<file path="src/rtl/alu_pkg.sv">
// Shared opcode and FSM state types for the sequential ALU.
package alu_pkg;

  typedef enum logic [2:0] {
    OP_ADD = 3'd0,
    OP_SUB = 3'd1,
    OP_AND = 3'd2,
    OP_OR  = 3'd3,
    OP_XOR = 3'd4,
    OP_SHL = 3'd5,
    OP_SHR = 3'd6,
    OP_MUL = 3'd7
  } op_t;

  typedef enum logic [1:0] {
    IDLE = 2'd0,
    BUSY = 2'd1,
    DONE = 2'd2
  } state_t;

endpackage

</file>
<file path="src/rtl/alu_seq_if.sv">
// Request/response bundle between operand fetch (master) and the ALU (slave).
interface alu_seq_if #(
  parameter int N = 8
);

  logic         in_valid;
  logic         in_ready;
  logic [2:0]   mode;
  logic [N-1:0] in_a;
  logic [N-1:0] in_b;
  logic         out_valid;
  logic         out_ready;
  logic [N-1:0] out;
  logic [N-1:0] out_hi;
  logic         flag_zero;
  logic         flag_carry;
  logic         flag_neg;
  logic         flag_ovf;

  modport master (
    output in_valid, mode, in_a, in_b, out_ready,
    input  in_ready, out_valid, out, out_hi,
           flag_zero, flag_carry, flag_neg, flag_ovf
  );

  modport slave (
    input  in_valid, mode, in_a, in_b, out_ready,
    output in_ready, out_valid, out, out_hi,
           flag_zero, flag_carry, flag_neg, flag_ovf
  );

endinterface

</file>
<file path="src/rtl/alu_mul_iter.sv">
// Unsigned N-cycle shift-add multiplier; done/prod show the final step's result
// combinationally so the caller can register it on the same edge.
module alu_mul_iter #(
  parameter int N = 8
) (
  input  logic           clk,
  input  logic           rst_n,
  input  logic           start,
  input  logic [N-1:0]   a,
  input  logic [N-1:0]   b,
  output logic           done,
  output logic [2*N-1:0] prod
);

  localparam int CW = $clog2(N + 1);

  logic [N-1:0]   mcand;
  logic [2*N-1:0] acc;
  logic [CW-1:0]  count;
  logic           busy;
  logic [N:0]     sum;
  logic [2*N-1:0] acc_step;

  // Low half starts as the multiplier and is consumed one bit per step
  // while the partial product grows into the high half.
  always_comb begin
    sum      = {1'b0, acc[2*N-1:N]} + {1'b0, (acc[0] ? mcand : {N{1'b0}})};
    acc_step = {sum, acc[N-1:1]};
  end

  always_ff @(posedge clk or negedge rst_n) begin
    if (!rst_n) begin
      mcand <= '0;
      acc   <= '0;
      count <= '0;
      busy  <= 1'b0;
    end else if (start) begin
      mcand <= a;
      acc   <= {{N{1'b0}}, b};
      count <= CW'(N);
      busy  <= 1'b1;
    end else if (busy) begin
      acc   <= acc_step;
      count <= count - CW'(1);
      if (count == CW'(1)) begin
        busy <= 1'b0;
      end
    end
  end

  assign done = busy && (count == CW'(1));
  assign prod = acc_step;

endmodule

</file>
<file path="src/rtl/alu_seq.sv">
// Handshaked ALU: single-cycle logic/arith/shift ops plus an iterative multiply,
// with registered result and flags held until the consumer takes them.
module alu_seq
  import alu_pkg::*;
#(
  parameter int N = 8
) (
  input  logic      clk,
  input  logic      rst_n,
  alu_seq_if.slave  bus
);

  localparam int SHW = $clog2(N);

  state_t         state;
  state_t         state_next;
  op_t            op;
  logic           in_ready;
  logic           accept;
  logic           mul_start;
  logic           mul_done;
  logic [2*N-1:0] mul_prod;

  logic [N-1:0]   res;
  logic           res_carry;
  logic           res_ovf;
  logic [N:0]     add_full;
  logic [N:0]     sub_full;
  logic [N:0]     shl_full;
  logic [N:0]     shr_full;
  logic [SHW-1:0] shamt;

  logic [N-1:0]   out_q;
  logic [N-1:0]   out_hi_q;
  logic           zero_q;
  logic           carry_q;
  logic           neg_q;
  logic           ovf_q;

  assign op        = op_t'(bus.mode);
  assign accept    = bus.in_valid && in_ready;
  assign mul_start = accept && (op == OP_MUL);

  always_ff @(posedge clk or negedge rst_n) begin
    if (!rst_n) begin
      state <= IDLE;
    end else begin
      state <= state_next;
    end
  end

  // DONE may accept the next request on the edge its result is consumed.
  always_comb begin
    state_next = state;
    in_ready   = 1'b0;
    case (state)
      IDLE: begin
        in_ready = 1'b1;
        if (bus.in_valid) begin
          state_next = (op == OP_MUL) ? BUSY : DONE;
        end
      end
      BUSY: begin
        if (mul_done) begin
          state_next = DONE;
        end
      end
      DONE: begin
        in_ready = bus.out_ready;
        if (bus.out_ready) begin
          if (bus.in_valid) begin
            state_next = (op == OP_MUL) ? BUSY : DONE;
          end else begin
            state_next = IDLE;
          end
        end
      end
      default: begin
        state_next = IDLE;
      end
    endcase
  end

  always_comb begin
    shamt     = bus.in_b[SHW-1:0];
    add_full  = {1'b0, bus.in_a} + {1'b0, bus.in_b};
    sub_full  = {1'b0, bus.in_a} - {1'b0, bus.in_b};
    shl_full  = {1'b0, bus.in_a} << shamt;
    shr_full  = {bus.in_a, 1'b0} >> shamt;
    res       = '0;
    res_carry = 1'b0;
    res_ovf   = 1'b0;
    case (op)
      OP_ADD: begin
        res       = add_full[N-1:0];
        res_carry = add_full[N];
        res_ovf   = (bus.in_a[N-1] == bus.in_b[N-1]) && (add_full[N-1] != bus.in_a[N-1]);
      end
      OP_SUB: begin
        res       = sub_full[N-1:0];
        res_carry = sub_full[N];
        res_ovf   = (bus.in_a[N-1] != bus.in_b[N-1]) && (sub_full[N-1] != bus.in_a[N-1]);
      end
      OP_AND: res = bus.in_a & bus.in_b;
      OP_OR:  res = bus.in_a | bus.in_b;
      OP_XOR: res = bus.in_a ^ bus.in_b;
      OP_SHL: begin
        res       = shl_full[N-1:0];
        res_carry = shl_full[N];
      end
      OP_SHR: begin
        res       = shr_full[N:1];
        res_carry = shr_full[0];
      end
      default: begin
        res = '0;
      end
    endcase
  end

  alu_mul_iter #(
    .N(N)
  ) u_mul (
    .clk   (clk),
    .rst_n (rst_n),
    .start (mul_start),
    .a     (bus.in_a),
    .b     (bus.in_b),
    .done  (mul_done),
    .prod  (mul_prod)
  );

  // Result and flags change only when a new result is loaded on entry to DONE.
  always_ff @(posedge clk or negedge rst_n) begin
    if (!rst_n) begin
      out_q    <= '0;
      out_hi_q <= '0;
      zero_q   <= 1'b0;
      carry_q  <= 1'b0;
      neg_q    <= 1'b0;
      ovf_q    <= 1'b0;
    end else if (accept && (op != OP_MUL)) begin
      out_q    <= res;
      out_hi_q <= '0;
      zero_q   <= (res == '0);
      carry_q  <= res_carry;
      neg_q    <= res[N-1];
      ovf_q    <= res_ovf;
    end else if (state == BUSY && mul_done) begin
      out_q    <= mul_prod[N-1:0];
      out_hi_q <= mul_prod[2*N-1:N];
      zero_q   <= (mul_prod[N-1:0] == '0);
      carry_q  <= |mul_prod[2*N-1:N];
      neg_q    <= mul_prod[N-1];
      ovf_q    <= 1'b0;
    end
  end

  assign bus.in_ready   = in_ready;
  assign bus.out_valid  = (state == DONE);
  assign bus.out        = out_q;
  assign bus.out_hi     = out_hi_q;
  assign bus.flag_zero  = zero_q;
  assign bus.flag_carry = carry_q;
  assign bus.flag_neg   = neg_q;
  assign bus.flag_ovf   = ovf_q;

endmodule
</file>
<file path="src/flat_wrapper.sv">
// flat-port wrapper written by rule: the top's interface ports become plain ports
module alu_seq_flat import alu_pkg::*;
#(
  parameter int N = 8
)
  (clk, rst_n, bus_in_valid, bus_mode, bus_in_a, bus_in_b, bus_out_ready, bus_in_ready, bus_out_valid, bus_out, bus_out_hi, bus_flag_zero, bus_flag_carry, bus_flag_neg, bus_flag_ovf);
  alu_seq_if #(.N(N)) bus_i ();
  input  logic clk;
  input  logic rst_n;
  input wire logic [$bits(bus_i.in_valid)-1:0] bus_in_valid;
  input wire logic [$bits(bus_i.mode)-1:0] bus_mode;
  input wire logic [$bits(bus_i.in_a)-1:0] bus_in_a;
  input wire logic [$bits(bus_i.in_b)-1:0] bus_in_b;
  input wire logic [$bits(bus_i.out_ready)-1:0] bus_out_ready;
  output wire logic [$bits(bus_i.in_ready)-1:0] bus_in_ready;
  output wire logic [$bits(bus_i.out_valid)-1:0] bus_out_valid;
  output wire logic [$bits(bus_i.out)-1:0] bus_out;
  output wire logic [$bits(bus_i.out_hi)-1:0] bus_out_hi;
  output wire logic [$bits(bus_i.flag_zero)-1:0] bus_flag_zero;
  output wire logic [$bits(bus_i.flag_carry)-1:0] bus_flag_carry;
  output wire logic [$bits(bus_i.flag_neg)-1:0] bus_flag_neg;
  output wire logic [$bits(bus_i.flag_ovf)-1:0] bus_flag_ovf;
  assign bus_i.in_valid = bus_in_valid;
  assign bus_i.mode = bus_mode;
  assign bus_i.in_a = bus_in_a;
  assign bus_i.in_b = bus_in_b;
  assign bus_i.out_ready = bus_out_ready;
  assign bus_in_ready = bus_i.in_ready;
  assign bus_out_valid = bus_i.out_valid;
  assign bus_out = bus_i.out;
  assign bus_out_hi = bus_i.out_hi;
  assign bus_flag_zero = bus_i.flag_zero;
  assign bus_flag_carry = bus_i.flag_carry;
  assign bus_flag_neg = bus_i.flag_neg;
  assign bus_flag_ovf = bus_i.flag_ovf;
  alu_seq #(.N(N)) u_core (.clk(clk), .rst_n(rst_n), .bus(bus_i));
endmodule
</file>
<file path="config.mk">
export PLATFORM = sky130hd
export DESIGN_NAME = alu_seq_flat
export DESIGN_NICKNAME = d
export VERILOG_FILES = /design/src/rtl/alu_pkg.sv /design/src/rtl/alu_seq_if.sv /design/src/rtl/alu_mul_iter.sv /design/src/rtl/alu_seq.sv /design/src/flat_wrapper.sv
export SDC_FILE = /design/constraint.sdc
export NUM_CORES = 1
export LEC_CHECK = 0
export ABC_AREA = 0
export CAP_MARGIN = 40
export CORE_MARGIN = 4
export CORE_UTILIZATION = 55
export CTS_CLUSTER_DIAMETER = 60
export DETAILED_ROUTE_END_ITERATION = 12
export HOLD_SLACK_MARGIN = 0.08
export PLACE_DENSITY = 0.78
export SLEW_MARGIN = 20
export SYNTH_ARGS = -nofsm -noshare
export SYNTH_HDL_FRONTEND = slang
export SYNTH_SLANG_ARGS = --single-unit
export TNS_END_PERCENT = 20
</file>
<file path="constraint.sdc">
create_clock -name clk -period 5.4 [get_ports clk]
set_clock_uncertainty 0.05 [all_clocks]
set_input_delay 1.62 -clock clk [delete_from_list [all_inputs] [get_ports clk]]
set_output_delay 1.62 -clock clk [all_outputs]
set_load 0.01 [all_outputs]
</file>
Word-level counts from Yosys, hierarchy flattened
Index checks and enable logic that the tools add are counted.
Widths: inputs -> output; s select.

operators by class
  add/sub/neg operators = 4
  eq/ne operators = 18
  shift operators = 2
  multiplexer cells = 30
  bitwise operators = 3
  reduce and logical (&&, ||, !) cells = 15

operator list
  kind                count
  $pmux 8 s7          1
  $mux 8              5
  $mux 16             2
  $add 8x8->9         2
  $logic_not 8->1     2
  $eq 3x3->1 const B  4
  $mux 1              11
  $mux 2              5
  $shl 8x3->9         1
  $shr 9x3->9         1
  $sub 8x8->9         1
  $and 8x8->8         1
  $mux 4              2
  $or 8x8->8          1
  $reduce_or 8->1     1
  $xor 8x8->8         1
  $logic_and 1x1->1   7
  $eq 3x2->1 const B  2
  $pmux 2 s3          1
  $eq 4x1->1 const B  1
  $ne 2x2->1 const B  2
  $pmux 1 s2          2
  $pmux 1 s4          1
  $reduce_bool 2->1   2
  11 further kinds    13

word-level totals
  register bits = 51
  input bits = 23
  output and inout port bits = 22
  logic and storage cells = 83

Depth between registers and ports, before layout
Gate-level depths: netlist (run 1).

  depth after elaboration = 5
  gate-level depth with buffers = 11
  gate-level depth less buffers = 11

Hierarchy
A second synthesis (run 1) with hierarchy kept.

second synthesis, totals
  cell total of the unflattened synthesis = 514
  area, all modules = 4361.7 µm²

by module, submodules not included
  module        times used  cells each  area each (µm²)  seq. area each (µm²)
  alu_seq       1           352         2693.8           525.5
  alu_mul_iter  1           162         1667.8           725.7

Worst setup path after synthesis (run 1)
OpenSTA, ideal clock, no wires.

  path type = input to register
  from = in bus_in_a[0]
  to = reg u_core.out_q[6], in the netlist u_core.bus.out[6]
  library setup time = 0.126 ns
  arrival = 3.755 ns
  data required time = 5.224 ns
  path slack = 1.469 ns
  cell stages on the path = 10
  buffers on the path = 0
  path through = inv_1 > ha_1 > fa_1 > or2_2 > a221oi_1 > nor3_1 > a31o_2 > a211oi_1 > a21oi_1 > a221o_1

between the ends
  word-level cells in the longest chain between the ends = 3
  elaborated cells on any way between the ends = 6
  classes of those cells = 2 x add/sub; 2 x shift; 2 x mux

RTL lines
  what                                 line                RTL
  from (decl)                          flat_wrapper.sv:12  input wire logic [$bits(bus_i.in_a)-1:0] bus_in_a;
  $sub 8x8->9 (tied with other cells)  alu_seq.sv:87       sub_full = {1'b0, bus.in_a} - {1'b0, bus.in_b};
  $pmux 8 s7 *                         alu_seq.sv:93       case (op)
  $mux 8 *                             alu_seq.sv:142      end else if (accept && (op != OP_MUL)) begin
  to (signal assigned)                 alu_seq.sv:143      out_q <= res;
  to (signal assigned)                 alu_seq.sv:150      out_q <= mul_prod[N-1:0];
  to (decl)                            alu_seq.sv:33       logic [N-1:0] out_q;

Mark *: on every way between the ends. The rest lies on a longest branch, timed or not.
A chain may end at the register's enable or synchronous reset.

Final worst setup path (run 1)
  from = in bus_in_a[0]
  to = reg u_core.carry_q, in the netlist u_core.bus.flag_carry

between the ends
  word-level cells in the longest chain between the ends = 3
  elaborated cells on any way between the ends = 6
  classes of those cells = 2 x add/sub; 2 x shift; 2 x mux

RTL lines
  what                                 line            RTL
  $sub 8x8->9 (tied with other cells)  alu_seq.sv:87
  $pmux 1 s4 *                         alu_seq.sv:93
  $mux 1 *                             alu_seq.sv:142
  to (signal assigned)                 alu_seq.sv:146  carry_q <= res_carry;
  to (signal assigned)                 alu_seq.sv:153  carry_q <= |mul_prod[2*N-1:N];
  to (decl)                            alu_seq.sv:36   logic carry_q;

Marks and branches as above.

==> summary.md, run 1 <==
| Metric | Value |
|---|---|
| Drt total wl | around 12 mm |
| Cell Pwr Density | 338 mW/mm² |
| Critical Path Max Stage Delay | slightly below 600 ps |
| Final max-slew violation count | 0 |
| Setup TNS | 0 ps |
| Detailed Route Iter0 Violations | 318 |
| PortBufs | 44 |
| # rows | 32 |
| Peak Freq | 209 MHz |
| Diodes inserted | 0 |
| Pwr Total | 1.72 mW |
| Gr ovfl total | 0 |
| CORE AREA | 0.00769 mm² |
| Placer Congestion | between 0.9 and 1 |
| Worst-Skew Late Latency | between 300 and 400 ps |
| Largest net degree at the start of global routing | 29 |
| Number of remaining DRC errors | 0 |
| Multiplexer area fraction after synthesis | between 10% and 20% |
| Layout cell share with drive strength beyond 1 | 10.3% |
| Post-CTS resize count | 0 |
| # setup viols final | 0 |
| Req. time, crit path | 5540 ps |
| DRT Pass-1 Iters | 5 |
| Max-cap violations | 0 |
| Overall Global Routing Usage | 26.4% |
| Die ar. | 0.00938 mm² |
| Main synth FF type | dfrtp_1 |
| Critical-path top delay cell | clkdlybuf4s50_1 |
| Sequential fraction of the synthesis area | a little under 30% |
| R2R cell count | 11 |
| Synthesized area | 0.00434 mm² |
| Remaining antenna violation count after routing | 0 |
| Yosys synthesis warning count | 0 |
| Post-synthesis cell type count | 68 |
| Final Hold Vio Count | 0 |
| Non-filler cells, final | 634 |
| Postcts setup bufs | 0 |
| Vias in the first global route | roughly 3900 |
| Status | finished clean |
| Worst Path Arrival | 4930 ps |
| Post-synthesis compound-gate area fraction | between 20% and 30% |
| Syn_nets | 549 |
| Final min period | 4790 ps |
| DP Cell Count | around 630 |
| RSZ-0062 raised after global routing | false |
| Area Growth Syn to Fin | 16.8% |
| Vias per cell | 6.38 |
| Mapped Cells | between 400 and 500 |
| Worst Max-Slew Pin Slew | between 800 and 900 ps |
| WHS Path Cells | 1 |
| First-pass GRT wire length | 20.4 mm |
| Maximum vdd drop | 0.000182 V |
| Worst R2R End | u_core.bus.flag_carry |
| Synth Area in Simple Gates | 15.4% |
| Fill cell count | around 640 |
| Hold endpoint | u_core.state[0] |
| Die height | 96.9 µm |
| CP startpoint kind | primary input |
| Hold Slack | approximately 440 ps |
| Asr flop ratio synth | 100% |
| Via count | 4042 |
| Post-Synth Adder-Cell Area | a little under an eighth |
| Max clock buf depth | 2 |
| WS Path Type | primary input to flip-flop |
| I/O pins | between 40 and 50 |
| Commonest non-fill, non-tap cell in the layout | dfrtp_1 |
| Initial Utilization | 56.5% |
| Final period util | 88.7% |
| Seq cells post-synth | 50 |
| Commonest cells after routing, fill and taps aside | dfrtp_1, clkdlybuf4s50_1, nor2_1 |
| WL/cell | approximately 19 µm |
| Final core occ | about two thirds |
| DP HPWL | 9.77 mm |
| Clock sink count | 50 |
| Final nets | 592 |
| Worst Setup End Kind | flip-flop |
| Initial antenna violation count | 0 |
| Reg clk slew, reported paths | about 110 ps |
| Reg-to-reg slack, setup | about 2700 ps |
| Post-synth EDFFs | 0 |
| Crit path cell chain | clkdlybuf4s50_1 > inv_1 > ha_1 > fa_1 > or2_2 > a221oi_1 > o221ai_1 > a21oi_1 > o311ai_0 > a221oi_1 > o21ai_0 |
| H-tree levels | 2 |
| CTS tree | done |
| Hold Buf Count CTS | 0 |
| Clock Tree Root | clkbuf_8 |
| Hold Path Class | flip-flop to flip-flop |
| Post-synthesis xor/xnor area fraction | 2.02% |
| Slew margin rel. | 38.5% |
| Worst min-delay path startpoint | u_core.state[1] |
| CTS buffer count | 5 |
| Main combinational cell family by area after synthesis | compound AO/OA/AOI/OAI gates |
| X dimension of the die | between 90 and 100 µm |
| Mean Syn Cell Area | 8.90 µm² |
| Reg2reg start | u_core.u_mul.acc[0] |
| Leak | 2.23 nW |
| Crit path max fanout | 7 |
| Crit-path most repeated cell | a221oi_1 |
power breakdown:
part | switching, mW | total (mW) | internal, mW
clock | 0.139 | 0.235 | 0.0962
sequential | 0.120 | 0.617 | 0.497
combinational | 0.461 | 0.864 | 0.403
total | 0.720 | 1.72 | 0.996
registers in the layout, indices dropped and copies added (netlist names):
| signal | cells |
|---|---|
| u_core.bus.flag_zero | 1 |
| u_core.u_mul.acc | 16 |
| u_core.u_mul.count | 4 |
| u_core.bus.flag_ovf | 1 |
| u_core.bus.flag_carry | 1 |
| u_core.bus.out | 7 |
| u_core.bus.flag_neg | 1 |
| u_core.u_mul.mcand | 8 |
| u_core.bus.out_hi | 8 |
| u_core.u_mul.busy | 1 |
| u_core.state | 2 |
cells in the mapped netlist (all sizes together) (13+ instances only):
library cell / n / area, µm²
a21oi: 18 / 90.1
a22oi: 15 / 113
inv: 31 / 116
ha: 35 / 438
buf: 13 / 81.3
nor2: 42 / 158
mux2i: 25 / 250
nand2: 29 / 109
clkbuf: 15 / 56.3
o21ai: 40 / 200
dfrtp: 50 / 1250
per-layer routing:
layer	vias up	share of wire, %	track usage [%]
met5	-	0	0
met4	0	1.7	6.16
met3	21	7.0	4.69
met2	172	46	41.2
met1	1957	45	38.4
li1	1892	-	-
layout make-up:
class | instances | area [µm²] | area share [%]
flip-flops and latches | 50 | 1250 | 24.7
multi-input cells | 378 | 2840 | 55.9
repair buffers | 64 | 638 | 12.6
inverters | 32 | 120 | 2.37
clock buffers | 5 | 68.8 | 1.36
well taps | 102 | 128 | 2.52
clock inverters | 3 | 28.8 | 0.567
worst max-delay path, delay by kind of cell:
family | cells | cell delay, ps
buffers and inverters | 2 | 710
adders and majority gates | 2 | 680
and+or+nand+nor | 1 | 290
AOI/OAI and AO/OA | 6 | 1640
per-stage QoR:
stage | setup slack [ps] | instance area, µm²
2_1_floorplan | 1470 | 4340
3_3_place_gp | 458 | 4900
3_5_place_dp | 344 | 4970
4_1_cts | 679 | 5070
5_1_grt | 331 | 5070
6_report | 608 | 5070
logic make-up after synthesis:
| logic type | after synthesis |
|---|---|
| simple gates | 135 |
| compound gates | 153 |
| mux | 42 |
| buf+inv | 60 |
| xor+xnor | 10 |
| flops | 50 |
| fa+ha+maj | 38 |
worst max path at each step:
stage                      startpoint                     to  slack, ps  cells past startpoint
final                     bus_in_a[0]  u_core.bus.flag_carry        610                     11
after global placement    bus_in_a[0]   u_core.bus.flag_zero        460                     12
after floorplan           bus_in_a[0]      u_core.bus.out[6]       1470                     10
after CTS                 bus_in_a[0]  u_core.bus.flag_carry        680                     11
after detailed placement  bus_in_a[0]  u_core.bus.flag_carry        340                     11
after global routing      bus_in_a[0]  u_core.bus.flag_carry        330                     11
Note: power is estimated with default switching activity, not from simulation.
==> run 2: changes to the inputs <==
--- a/config.mk
+++ b/config.mk
@@ -19,2 +19 @@
 export SYNTH_SLANG_ARGS = --single-unit
-export TNS_END_PERCENT = 20
--- a/constraint.sdc
+++ b/constraint.sdc
@@ -4,2 +4,2 @@
 set_output_delay 1.62 -clock clk [all_outputs]
-set_load 0.01 [all_outputs]
+set_load 0.1 [all_outputs]
==> summary.md, run 2 (synthesized netlist as in run 1, its figures left out) <==
| Metric | Value |
|---|---|
| Hold Path Class | flip-flop to flip-flop |
| WL/cell | 19.7 µm |
| Worst Path Arrival | ~4900 ps |
| Die height | 96.9 µm |
| Final period util | roughly nine tenths |
| Crit path cell chain | clkdlybuf4s50_1 > inv_1 > ha_1 > fa_1 > or2_2 > a221oi_1 > nor3_1 > a31o_2 > a211oi_1 > a21oi_1 > a221o_1 |
| H-tree levels | 2 |
| First-pass GRT wire length | 21.3 mm |
| Slew margin rel. | approximately 41% |
| Drt total wl | 12.9 mm |
| Largest net degree at the start of global routing | 27 |
| Reg clk slew, reported paths | 110 ps |
| Maximum vdd drop | about 0.00016 V |
| Final setup margin | 642 ps |
| Hold Slack | 425 ps |
| Leak | 2.36 nW |
| Commonest cells after routing, fill and taps aside | dfrtp_1, clkdlybuf4s50_1, nor2_1 |
| Peak Freq | roughly 210 MHz |
| Worst Setup End Kind | flip-flop |
| PortBufs | 44 |
| Post-CTS resize count | 0 |
| Overall Global Routing Usage | 27.6% |
| Final Hold Vio Count | 0 |
| Area Growth Syn to Fin | 23.0% |
| Diodes inserted | 0 |
| Initial antenna violation count | 0 |
| Final nets | 609 |
| Die ar. | 0.00938 mm² |
| # rows | 32 |
| Final max-slew violation count | 0 |
| Status | finished clean |
| CP startpoint kind | primary input |
| Critical Path Max Stage Delay | 600 ps |
| Worst-Skew Late Latency | between 300 and 400 ps |
| Clock Tree Root | clkbuf_8 |
| Hold Buf Count CTS | 0 |
| Final min period | roughly 4800 ps |
| Commonest non-fill, non-tap cell in the layout | dfrtp_1 |
| CTS buffer count | 5 |
| Pre-CTS setup slack | around 400 ps |
| Clock sink count | 50 |
| I/O pins | 45 |
| DP HPWL | a little over 10 mm |
| Postcts setup bufs | 0 |
| Number of remaining DRC errors | 0 |
| Worst Max-Slew Pin Slew | 861 ps |
| Critical-path top delay cell | clkdlybuf4s50_1 |
| Remaining antenna violation count after routing | 0 |
| Max-cap violations | 0 |
| Placer Congestion | roughly 0.96 |
| Cell Pwr Density | around 370 mW/mm² |
| Via count | 4105 |
| CORE AREA | 0.00769 mm² |
| Vias per cell | 6.31 |
| Reg-to-reg slack, setup | 2620 ps |
| Fill cell count | 605 |
| # setup viols final | 0 |
| Register area | 0.00125 mm² |
| Detailed Route Iter0 Violations | ~360 |
| RSZ-0062 raised after global routing | false |
| CTS tree | done |
| Max clock buf depth | 2 |
| Initial Utilization | 56.5% |
| Setup TNS | 0 ps |
| Layout cell share with drive strength beyond 1 | 13.3% |
| X dimension of the die | 96.9 µm |
| Largest Register | u_core.u_mul.acc |
| Vias in the first global route | 4065 |
| CP bufs+invs | 2 |
| Critical path's top delay family | compound AO/OA/AOI/OAI gates |
| Gr ovfl total | 0 |
| DRT Pass-1 Iters | 5 |
| Area of the multi-input gates | 0.00284 mm² |
| WS Path Type | primary input to flip-flop |
| Crit path max fanout | 7 |
| Req. time, crit path | 5540 ps |
| Max reg flops | 16 |
==> run 2: cell count changes in the layout (fill, tap and decap cells not counted) <==
cell,before,now
buf_4,17,15
buf_12,1,0
buf_8,0,21
clkdlybuf4s50_1,43,42
==> run 2: metal layers <==
layer,vias to the layer above,track usage [%],share of wire [%]
li1,1921,-,-
met1,1981,39.3,45
met2,178,43.6,46
met3,25,3.82,6.2
met4,0,8.32,2.4
met5,-,0,0
==> run 2: path summary, 6_finish.rpt <==
check                               startpoint               endpoint  cells past startpoint
setup reg to reg           u_core.u_mul.acc[0]  u_core.bus.flag_carry                     11
hold / removal                 u_core.state[1]        u_core.state[0]                      1
min in group asynchronous                rst_n        u_core.state[0]                      1
setup / recovery                   bus_in_a[0]      u_core.bus.out[6]                     11
hold reg to reg                u_core.state[1]        u_core.state[0]                      1
max in group asynchronous                rst_n    u_core.u_mul.acc[0]                      2
==> run 2: worst register-to-register path: cells and delay by family (launching register included) <==
| kind | cells | cell delay [ps] |
|---|---|---|
| buf+inv | 1 | 70 |
| flops | 1 | 480 |
| simple gates | 5 | 990 |
| compound gates | 3 | 470 |
| fa+ha+maj | 2 | 590 |
==> run 2: per-stage QoR <==
stage | utilization, % | area [µm²] | total power, mW | cells
6_report | 69.5 | 5340 | 2.00 | 651
5_1_grt | 69.5 | 5340 | 2.13 | 651
4_1_cts | 69.5 | 5340 | 1.99 | 651
3_5_place_dp | 68.2 | 5250 | 1.76 | 643
3_3_place_gp | 63.4 | 4870 | 1.60 | 620
2_1_floorplan | - | 4340 | 1.35 | 488
==> run 2: final cells by class <==
cell class	instances	share of cell area (%)
well taps	102	2.39
inverters	32	2.25
repair buffers	81	17.0
clock inverters	3	0.539
flip-flops and latches	50	23.4
clock buffers	5	1.29
multi-input cells	378	53.1
==> run 2: power by group <==
part / internal, mW / switching (mW)
clock: 0.0961 / 0.133
sequential: 0.497 / 0.126
combinational: 0.466 / 0.680
total: 1.06 / 0.938
